===== src/rtl/bcd_pkg.sv =====
// ============================================================================
// Module  : bcd_pkg
// Brief   : Shared types, display codes and sentinel helpers for bcd_to_binary.
// Revision: 1.0 - initial release
// ============================================================================
`default_nettype none

package bcd_pkg;

    localparam logic [3:0] DIGIT_DASH  = 4'b1010;
    localparam logic [3:0] DIGIT_BLANK = 4'b1011;
    localparam logic [3:0] DIGIT_MAX   = 4'd9;

    typedef enum logic [1:0] {
        IDLE  = 2'd0,
        SHIFT = 2'd1,
        DONE  = 2'd2
    } state_t;

    typedef enum logic [1:0] {
        PATH_NUM   = 2'd0,
        PATH_DASH  = 2'd1,
        PATH_BLANK = 2'd2,
        PATH_ERR   = 2'd3
    } path_t;

    function automatic int cnt_width(input int bin_w);
        return $clog2(bin_w + 1);
    endfunction

    // Sentinels are returned 32 bits wide; callers cast down to their width.
    function automatic logic [31:0] sentinel_dash(input int bin_w);
        return 32'hFFFF_FFFF >> (32 - bin_w);
    endfunction

    function automatic logic [31:0] sentinel_blank(input int bin_w);
        return (32'hFFFF_FFFF >> (32 - bin_w)) - 32'd1;
    endfunction

    function automatic path_t classify(
        input logic [3:0] h,
        input logic [3:0] t,
        input logic [3:0] o
    );
        path_t p;
        if (h == DIGIT_DASH && t == DIGIT_DASH && o == DIGIT_DASH)
            p = PATH_DASH;
        else if (h == DIGIT_BLANK && t == DIGIT_BLANK && o == DIGIT_BLANK)
            p = PATH_BLANK;
        else if (h > DIGIT_MAX || t > DIGIT_MAX || o > DIGIT_MAX)
            p = PATH_ERR;
        else
            p = PATH_NUM;
        return p;
    endfunction

endpackage

`default_nettype wire


===== src/rtl/bcd_digit_adjust.sv =====
// ============================================================================
// Module  : bcd_digit_adjust
// Brief   : Reverse double-dabble digit correction: subtract 3 when digit >= 8.
// Revision: 1.0 - initial release
// ============================================================================
`default_nettype none

module bcd_digit_adjust (
    input  logic [3:0] i_digit,
    output logic [3:0] o_digit
);

    always_comb begin
        o_digit = i_digit;
        if (i_digit >= 4'd8)
            o_digit = i_digit - 4'd3;
    end

endmodule

`default_nettype wire


===== src/rtl/bcd_to_binary.sv =====
// ============================================================================
// Module  : bcd_to_binary
// Brief   : Sequential 3-digit BCD to binary converter (reverse double-dabble)
//           with dash/blank sentinel recognition and start/done handshake.
// Revision: 1.0 - initial release
// ============================================================================
`default_nettype none

module bcd_to_binary
    import bcd_pkg::*;
#(
    parameter int BIN_W = 7
) (
    input  logic             clock,
    input  logic             reset,
    input  logic             start,
    input  logic [3:0]       hundreds_in,
    input  logic [3:0]       tens_in,
    input  logic [3:0]       ones_in,
    output logic             busy,
    output logic             done,
    output logic [BIN_W-1:0] binary,
    output logic             error,
    output logic             special
);

    localparam int                 c_cnt_w      = cnt_width(BIN_W);
    localparam logic [c_cnt_w-1:0] c_cnt_last   = c_cnt_w'(BIN_W);
    localparam logic [BIN_W-1:0]   c_sent_dash  = BIN_W'(sentinel_dash(BIN_W));
    localparam logic [BIN_W-1:0]   c_sent_blank = BIN_W'(sentinel_blank(BIN_W));

    state_t             r_state;
    path_t              r_path;
    logic [11:0]        r_bcd;
    logic [BIN_W-1:0]   r_bin;
    logic [c_cnt_w-1:0] r_cnt;

    logic [BIN_W+11:0]  w_cat_sh;
    logic [11:0]        w_bcd_sh;
    logic [11:0]        w_bcd_adj;
    logic [BIN_W-1:0]   w_bin_sh;

    assign w_cat_sh = {r_bcd, r_bin} >> 1;
    assign w_bcd_sh = w_cat_sh[BIN_W+11:BIN_W];
    assign w_bin_sh = w_cat_sh[BIN_W-1:0];

    // Each digit is corrected independently; no borrow crosses digit lanes.
    for (genvar g_i = 0; g_i < 3; g_i++) begin : g_adjust
        bcd_digit_adjust u_adjust (
            .i_digit (w_bcd_sh[g_i*4 +: 4]),
            .o_digit (w_bcd_adj[g_i*4 +: 4])
        );
    end

    always_ff @(posedge clock) begin
        if (reset) begin
            r_state <= IDLE;
            r_path  <= PATH_NUM;
            r_bcd   <= '0;
            r_bin   <= '0;
            r_cnt   <= '0;
            busy    <= 1'b0;
            done    <= 1'b0;
            binary  <= '0;
            error   <= 1'b0;
            special <= 1'b0;
        end else begin
            case (r_state)
                IDLE: begin
                    done <= 1'b0;
                    if (start) begin
                        r_bcd   <= {hundreds_in, tens_in, ones_in};
                        r_bin   <= '0;
                        r_cnt   <= '0;
                        r_path  <= classify(hundreds_in, tens_in, ones_in);
                        busy    <= 1'b1;
                        binary  <= '0;
                        error   <= 1'b0;
                        special <= 1'b0;
                        r_state <= SHIFT;
                    end
                end

                SHIFT: begin
                    // Sentinel and error paths still run all steps so latency is fixed.
                    if (r_cnt == c_cnt_last) begin
                        done    <= 1'b1;
                        r_state <= DONE;
                        case (r_path)
                            PATH_NUM: begin
                                if (|r_bcd) begin
                                    binary <= '0;
                                    error  <= 1'b1;
                                end else begin
                                    binary <= r_bin;
                                    error  <= 1'b0;
                                end
                                special <= 1'b0;
                            end
                            PATH_DASH: begin
                                binary  <= c_sent_dash;
                                error   <= 1'b0;
                                special <= 1'b1;
                            end
                            PATH_BLANK: begin
                                binary  <= c_sent_blank;
                                error   <= 1'b0;
                                special <= 1'b1;
                            end
                            default: begin
                                binary  <= '0;
                                error   <= 1'b1;
                                special <= 1'b0;
                            end
                        endcase
                    end else begin
                        r_bcd <= w_bcd_adj;
                        r_bin <= w_bin_sh;
                        r_cnt <= r_cnt + 1'b1;
                    end
                end

                DONE: begin
                    done    <= 1'b0;
                    busy    <= 1'b0;
                    r_state <= IDLE;
                end

                default: begin
                    done    <= 1'b0;
                    busy    <= 1'b0;
                    r_state <= IDLE;
                end
            endcase
        end
    end

endmodule

`default_nettype wire


===== config.mk =====
export PLATFORM = sky130hd
export DESIGN_NAME = bcd_to_binary
export DESIGN_NICKNAME = d
export VERILOG_FILES = /design/src/rtl/bcd_pkg.sv /design/src/rtl/bcd_digit_adjust.sv /design/src/rtl/bcd_to_binary.sv
export SDC_FILE = /design/constraint.sdc
export NUM_CORES = 1
export LEC_CHECK = 0
export BUFFER_PORTS_ARGS = -buffer_cell sky130_fd_sc_hd__buf_2
export CORE_ASPECT_RATIO = 1.5
export CORE_UTILIZATION = 60
export DETAILED_ROUTE_END_ITERATION = 10
export PLACE_DENSITY = 0.9
export SYNTH_ARGS = -nofsm -noshare
export SYNTH_HDL_FRONTEND = slang
export SYNTH_SLANG_ARGS = --single-unit
export TNS_END_PERCENT = 100

===== constraint.sdc =====
create_clock -name clock -period 3.09 [get_ports clock]
set_clock_uncertainty 0.2 [all_clocks]
set_input_delay 0.4635 -clock clock [delete_from_list [all_inputs] [get_ports clock]]
set_output_delay 0.4635 -clock clock [all_outputs]
set_load 0.02 [all_outputs]

After elaboration in Yosys (flattened, before gate mapping). Index checks and enable logic that the tools add are counted.

Flip-flop bits (word level): 37. Output and inout port bits: 11. Word-level logic and storage cells: 83.

Add/sub/neg operators: 4. $lt $le $gt $ge: 6. Eq/ne operators: 13. Mux-type cells: 32. Bitwise logic cells: 1. Reductions and logical operators: 17.

Operator list (count): 2-to-1 mux 7 bit (4); case mux 7 bit (2 select lines) (2); equality test 4 bit (second input constant) (6); 2-to-1 mux 12 bit (2); case mux 12 bit (2 select lines) (1); case mux 7 bit (3 select lines) (1); greater-than comparator 4 bit (second input constant) (3); 2-to-1 mux 4 bit (3); OR reduction 12 bit (1); 2-to-1 mux 2 bit (5); >= comparator 4 bit (second input constant) (2); case mux 1 bit (2 select lines) (4); subtractor 4 x 2 -> 4 bit (second input constant) (2); 2-to-1 mux 1 bit (6); 2-to-1 mux 3 bit (2); inequality test 2 bit (second input constant) (3); case mux 3 bit (2 select lines) (1); AND reduction 2 bit (3); AND reduction 3 bit (2); equality test 2 x 1 -> 1 bit (second input constant) (2); >= comparator 3 x 4 -> 1 bit (second input constant) (1); logical AND 1 bit (4); logical NOT 2 bit (2); case mux 2 bit (2 select lines) (1); other kinds (8) (10).

Logic depth before layout (Yosys ltp). Gate-level depths: netlist of the first run.

Depth in word-level cells: 6. Mapped depth: 7. Depth with buffers taken out: 6.

Modules after synthesis. A second synthesis of the first run with hierarchy kept.

Cell total of the unflattened synthesis: 223. Area total of the unflattened synthesis: 1880.6 µm².

Modules (own cells, without submodules): bcd_to_binary (instances 1, cells each 190, area an instance 1651.6 µm²); bcd_digit_adjust (instances 3, cells each 11, area an instance 76.3 µm²).

Worst setup path before layout of the first run. OpenSTA, ideal clock, no wires.

Path type: flip-flop to flip-flop. Start: register r_cnt[0]. End: register r_bin[3]. Arrival: 1.607 ns. Data required time: 2.819 ns. Setup slack: 1.212 ns. Cell stages (with the launch flop): 8. Path buffers: 1. Cell sequence: dfxtp_1 > ha_1 > ha_1 > nand2b_1 > a21oi_2 > buf_4 > nand3_1 > a21oi_1.

Longest elaborated chain between the ends: 3.

Ends and longest elaborated chain: start: declaration (RTL line bcd_to_binary.sv:36) `logic [c_cnt_w-1:0] r_cnt;`; start signal: assignment (RTL line bcd_to_binary.sv:119) `r_cnt <= r_cnt + 1'b1;`; equality test 3 bit (RTL line bcd_to_binary.sv:86) `if (r_cnt == c_cnt_last) begin`; inequality test 2 bit (no line); AND reduction 3 bit (no line); end signal: assignment (RTL line bcd_to_binary.sv:118) `r_bin <= w_bin_sh;`; end: declaration (RTL line bcd_to_binary.sv:35) `logic [BIN_W-1:0] r_bin;`.

Every way passes these cells. A chain may end at the register's enable or synchronous reset.

Worst setup path after layout of the first run.
Start: register r_cnt[0]. End: register r_bcd[7].

Longest elaborated chain between the ends: 3.

Ends and longest elaborated chain: equality test 3 bit (RTL line bcd_to_binary.sv:86); inequality test 2 bit (no line); AND reduction 3 bit (no line); end signal: assignment (RTL line bcd_to_binary.sv:72) `r_bcd <= {hundreds_in, tens_in, ones_in};`; end signal: assignment (RTL line bcd_to_binary.sv:117) `r_bcd <= w_bcd_adj;`; end: declaration (RTL line bcd_to_binary.sv:34) `logic [11:0] r_bcd;`.

Every way passes these cells.

==> results.ini, run 1 <==
[sta]
max-slew-margin-rel_pct=47.8
timing.final.ws_setup_ns=0.747
period_needed_ns=2.34
fmax_mhz=427
whs_ns=0.244
fin_crit_sh_pct=75.8
rsz0062_at_grt=no
setup_viol=0
tightest_slew_ns=0.783
maxSlewViolCount=0
setup_tns_ns=0
finalHoldViolCount=0

[power_and_ir_drop]
p_sw_share_pct=28.0
power.net_switching_uw=298
p_total_mw=1.06
combPwrFrac_pct=15.4
p_seq_share_pct=49.4
p_leak_nw=0.778
ir_worst_vdd_mv=0.451
p_per_area_nw_per_um2=531
power.internal_uw=765
p_clk_share_pct=35.2

[grt]
overflow=0
grt_start_max_net_pins=38
antenna_found_initial=0
grt_usage_pct=27.4
grt_pass1_wl_microns=6440
grt_pass1_vias=1488

[final_layout]
nets=256
seqCellArea_sq_um=741
area_delta_synth_final_pct=10.9
fillers=254
multiInputGateArea_sq_um=950
antenna_cells=0
drive_gt1_share_pct=16.2

[die]
fp-row-count=24
die-width_microns=46.8
chipHeight_microns=69.2
dieArea_sq_um=3240
fp.coreArea_sq_um=2880
floorplan.initialDensity_pct=62.7
io_pins=26

[run_status]
status=finished, final reports clean

[yosys]
synthDistinctLibCells=36
ys_ff_latch=37
synth_nets=241
synth_edf_count=0
yosys_warnings=0
synth_area_leader_cell=dfxtp_1
synthFlopType=dfxtp_1
postSynthAreaPerCell_sq_um=8.29
syn_area_sq_um=1810
yosysMostFrequentCell=dfxtp_1
synth.area.top_cells=dfxtp_1 (41%), nand2_1 (6.9%), ha_1 (5.5%)
yosysSeqAreaShare_pct=41.0
netlist_instances=218
synth_common_cells=dfxtp_1 (37), nand2_1 (33), nor2_1 (19)
synth_top_area_share_pct=41.0
ys_async_sr_fraction_pct=0

[detailed_routing]
drc=0
ant_nets=0
drt-initial-drc-count=38
dr.pass1.iters=4
drt-wirelength-per-cell_microns=14.5
vias=1653
totalWireLength_microns=3950
via_per_inst=6.05

[clock_network]
cts_resized=0
cts_tree=built
cts_num_sinks=37
post_cts_buffers=0
cts_buffers=5
cts_max_path_buffers=2
path_clk_slew_ns=0.07
postCtsHoldBufs=0
cts_root_buffer=clkbuf_8
htreeDepth=2
insertion_delay_ns=0.29

[critical_path]
critPathCaptureType=flip-flop
crit_required_ns=3.09
reg2regPathDepth=6
cp_data_arrival_time_ns=2.34
startpoint_type=flip-flop
critPathKind=reg2reg
path_max_fanout=19

[min_path]
min_delay_path_depth=3
hp-class=in2reg

[placed_design]
post-dp-hpwl_microns=2710
portBuffers=25
pre_cts_ws_ns=0.816
gp_congestion=0.774

[flow_run]
drv_cap=0

registers in the layout, indices dropped and copies added (netlist names):
register,flops
r_cnt,3
r_bcd,12
error,1
r_path,2
busy,1
r_state,2
done,1
binary,7
r_bin,7
special,1
worst max-delay path, stage by stage, from the launching register on:
cell	delay [ns]
dfxtp_1	0.32
ha_1	0.20
ha_1	0.25
nand2b_1	0.20
a21oi_2	0.62
a21oi_1	0.16
a311oi_1	0.30
layout by cell type, fill, tap and decap left out, types with 2 or more instances in the layout:
cell	n
a221oi_1	7
inv_1	8
or3_1	2
a21oi_1	18
o211ai_1	6
ha_1	8
a211oi_1	7
nand3_1	8
a21o_1	2
buf_2	25
a211o_1	3
o21ai_0	6
a311oi_1	6
nand3b_1	2
nand2_1	33
nand2b_1	2
nor3_1	4
nor2b_1	3
clkbuf_8	7
a22oi_1	5
nor2_1	19
xnor2_1	4
dfxtp_1	37
through the flow:
stage / instance area, sq um / utilization [%] / instances
6_report: 2000 / 69.5 / 273
3_5_place_dp: 1900 / 66.0 / 265
2_1_floorplan: 1810 / - / 218
3_3_place_gp: 1900 / 66.0 / 265
4_1_cts: 2000 / 69.5 / 273
5_1_grt: 2000 / 69.5 / 273
power groups by stage:
stage | clock, mW | sequential (mW) | combinational [mW]
final | 0.374 | 0.525 | 0.164
after global routing | 0.397 | 0.528 | 0.183
after CTS | 0.377 | 0.525 | 0.163
after detailed placement | 0 | 0.535 | 0.161
after global placement | 0 | 0.534 | 0.157
after floorplan | 0 | 0.526 | 0.133
cell families (layout without fill, tap and decap cells):
logic type	Yosys count	after routing	synth area share, %
XOR/XNOR	4	4	1.94
adder cells (fa/ha/maj)	8	8	5.54
flip-flops	37	37	41.0
buffers and inverters	26	42	6.44
AO/OA/AOI/OAI	64	64	24.6
AND/OR/NAND/NOR	79	79	20.5
worst paths after layout:
kind / start / to / slack, ns
setup / recovery: r_cnt[0] / r_bcd[7] / 0.75
hold / removal: hundreds_in[3] / r_bcd[11] / 0.24
setup reg to reg: r_cnt[0] / r_bcd[7] / 0.75
hold reg to reg: error / error / 0.25
metal layers:
metal,global-route usage [%],routed length (microns),vias up
li1,-,-,810
met1,33.1,1620,783
met2,42.1,2000,45
met3,7.03,158,15
met4,15.6,172,0
met5,0,0,-
layout make-up:
class / count / share of cell area [%]
clock buffers: 7 / 4.81
clock inverters: 1 / 0.250
inverters: 8 / 1.50
multi-input cells: 155 / 47.4
flip-flops and latches: 37 / 37.0
well taps: 39 / 2.44
repair buffers: 26 / 6.62
Note: power is estimated with default switching activity, not from simulation.
==> run 2, diff against run 1 <==
Settings changed: CORE_UTILIZATION 60 to 50, PLACE_DENSITY 0.9 to 0.81.
Clock period 3.09 ns to 2.06 ns, I/O delays scaled along.
==> run 2 against run 1 <==
Final cell count rose by 2.9%. Non-clock buffer count rose by 5. Hold slack got worse by 0.15 ns. Sequential share of layout area fell by 1.1 points. Register-to-register slack got worse by 0.64 ns. Flip-flop and latch count did not move. Via count barely moved. Count of clock-buffer cells in the layout fell by 1. Largest cell class unchanged. Highest routed layer unchanged.
==> results.ini, run 2 (synthesized netlist as in run 1, its figures left out) <==
[critical_path]
cp_data_arrival_time_ns=1.98
reg2regPathDepth=6
r2r_setup_slack_ns=0.11
startpoint_type=flip-flop
path_max_fanout=20
critPathKind=reg2reg
crit_required_ns=2.08
worst_r2r_endpoint=r_bcd[2]
r2r_start=r_cnt[0]
critPathCaptureType=flip-flop

[grt]
use_met1_pct=22.7
antenna_found_initial=0
grt_pass1_wl_microns=6020
grt_util_met2_pct=39.0
grt_pass1_vias=1321
overflow=0
grtUsageMet3_pct=6.19
grt_start_max_net_pins=38
grt_usage_pct=21.4
busiest_layer=met2

[power_and_ir_drop]
p_per_area_nw_per_um2=825
ir_worst_vdd_mv=0.466
p_clk_share_pct=38.7
combPwrFrac_pct=15.5
p_total_mw=1.71
power.net_switching_uw=456
power.internal_mw=1.25
p_leak_nw=0.804
p_seq_share_pct=45.8
p_sw_share_pct=26.7

[sta]
rsz0062_at_grt=no
period_needed_ns=1.95
tightest_slew_ns=0.664
maxSlewViolCount=0
fmax_mhz=512
setup_tns_ns=0
max-slew-margin-rel_pct=55.8
finalHoldViolCount=0
whs_ns=0.0948
setup_viol=0
fin_crit_sh_pct=94.9

[final_layout]
mostFrequentLayoutCells=dfxtp_1 (37), nand2_1 (33), buf_2 (25)
final_common_cell=dfxtp_1
fillers=339
top_regs=r_bcd x12, binary x7, r_bin x7
drive_gt1_share_pct=19.2
antenna_cells=0
nets=261
stdcell_count=281
largest_register_ffs=12
area_delta_synth_final_pct=14.4
regMostFlops=r_bcd

[die]
floorplan.initialDensity_pct=52.9
fp-row-count=26
fp.coreArea_sq_um=3420
dieArea_sq_um=3860
die-width_microns=51.1
io_pins=26
chipHeight_microns=75.6

[detailed_routing]
drt-wirelength-per-cell_microns=14.2
via_per_inst=5.89
ant_nets=0
totalWireLength_microns=3990
drt-initial-drc-count=79
vias=1654
drc=0
dr.pass1.iters=4

[placed_design]
portBuffers=25
post-dp-hpwl_microns=2850
gp_congestion=0.794
post-place-cells=273

[clock_network]
insertion_delay_ns=0.30
cts_num_sinks=37
cts_tree=built
path_clk_slew_ns=0.07
cts_buffers=5
cts_root_buffer=clkbuf_8
cts_max_path_buffers=2
htreeDepth=2

[run_status]
status=finished, final reports clean

[min_path]
holdPathEnd=r_bcd[10]
min_delay_path_depth=3
worstHoldStart=hundreds_in[2]
hp-class=in2reg

[flow_run]
drv_cap=0

## run 2: cell types whose count changed in the layout (fill, tap and decap cells not counted), sizes merged
cell	change
clkinv	-1
buf	+5
bufinv	+1
clkbuf	-1
clkinvlp	+1
## run 2: critical path, cell delays in order (launching register included)
cell and delay, ns:
dfxtp_1 0.33, ha_1 0.20, ha_1 0.21, nand2b_1 0.19, a21o_2 0.36, a211o_1 0.27, a21oi_1 0.12
## run 2: worst max path at each step
stage | slack [ns] | end | start
detailed placement | 0.04 | r_bcd[2] | r_cnt[0]
CTS | 0.03 | r_bcd[2] | r_cnt[0]
global placement | 0.12 | r_bcd[2] | r_cnt[0]
floorplan | 0.18 | r_bin[3] | r_cnt[0]
global route | 0.03 | r_bcd[2] | r_cnt[0]
finish | 0.11 | r_bcd[2] | r_cnt[0]
## run 2: cell type report
class                           instances  area (sq um)  area share (%)
Clock inverter                          2          37.5            1.82
Sequential cell                        37           741            35.8
Multi-Input combinational cell        155           953            46.1
Tap cell                               42          52.6            2.54
Timing Repair Buffer                   31           170            8.23
Clock buffer                            6          82.6            4.00
Inverter                                8          30.0            1.45
## run 2: timing repair
item,CTS,global route
endpoints found under the setup margin,0,12
setup buffers,0,0
hold buffers,0,0
gates resized for setup,0,3
endpoints found under the hold margin,0,0
## run 2: routing by layer
layer | vias to the layer above | wire length (microns)
li1 | 820 | -
met2 | 36 | 2130
met4 | 0 | 62
met1 | 791 | 1650
met5 | - | 0
met3 | 7 | 147
## run 2: through the flow
step	instance area, sq um	setup slack (ns)	utilization, %
2_1_floorplan	1810	0.182	-
3_3_place_gp	1940	0.118	56.9
3_5_place_dp	1940	0.0379	56.9
4_1_cts	2060	0.0339	60.4
5_1_grt	2070	0.0313	60.5
6_report	2070	0.106	60.5
## run 2: power by group through the flow
| stage | logic [mW] | clock network, mW | registers, mW |
|---|---|---|---|
| floorplan | 0.200 | 0 | 0.790 |
| global placement | 0.254 | 0 | 0.797 |
| detailed placement | 0.262 | 0 | 0.798 |
| CTS | 0.262 | 0.665 | 0.781 |
| global route | 0.291 | 0.690 | 0.787 |
| finish | 0.264 | 0.659 | 0.782 |
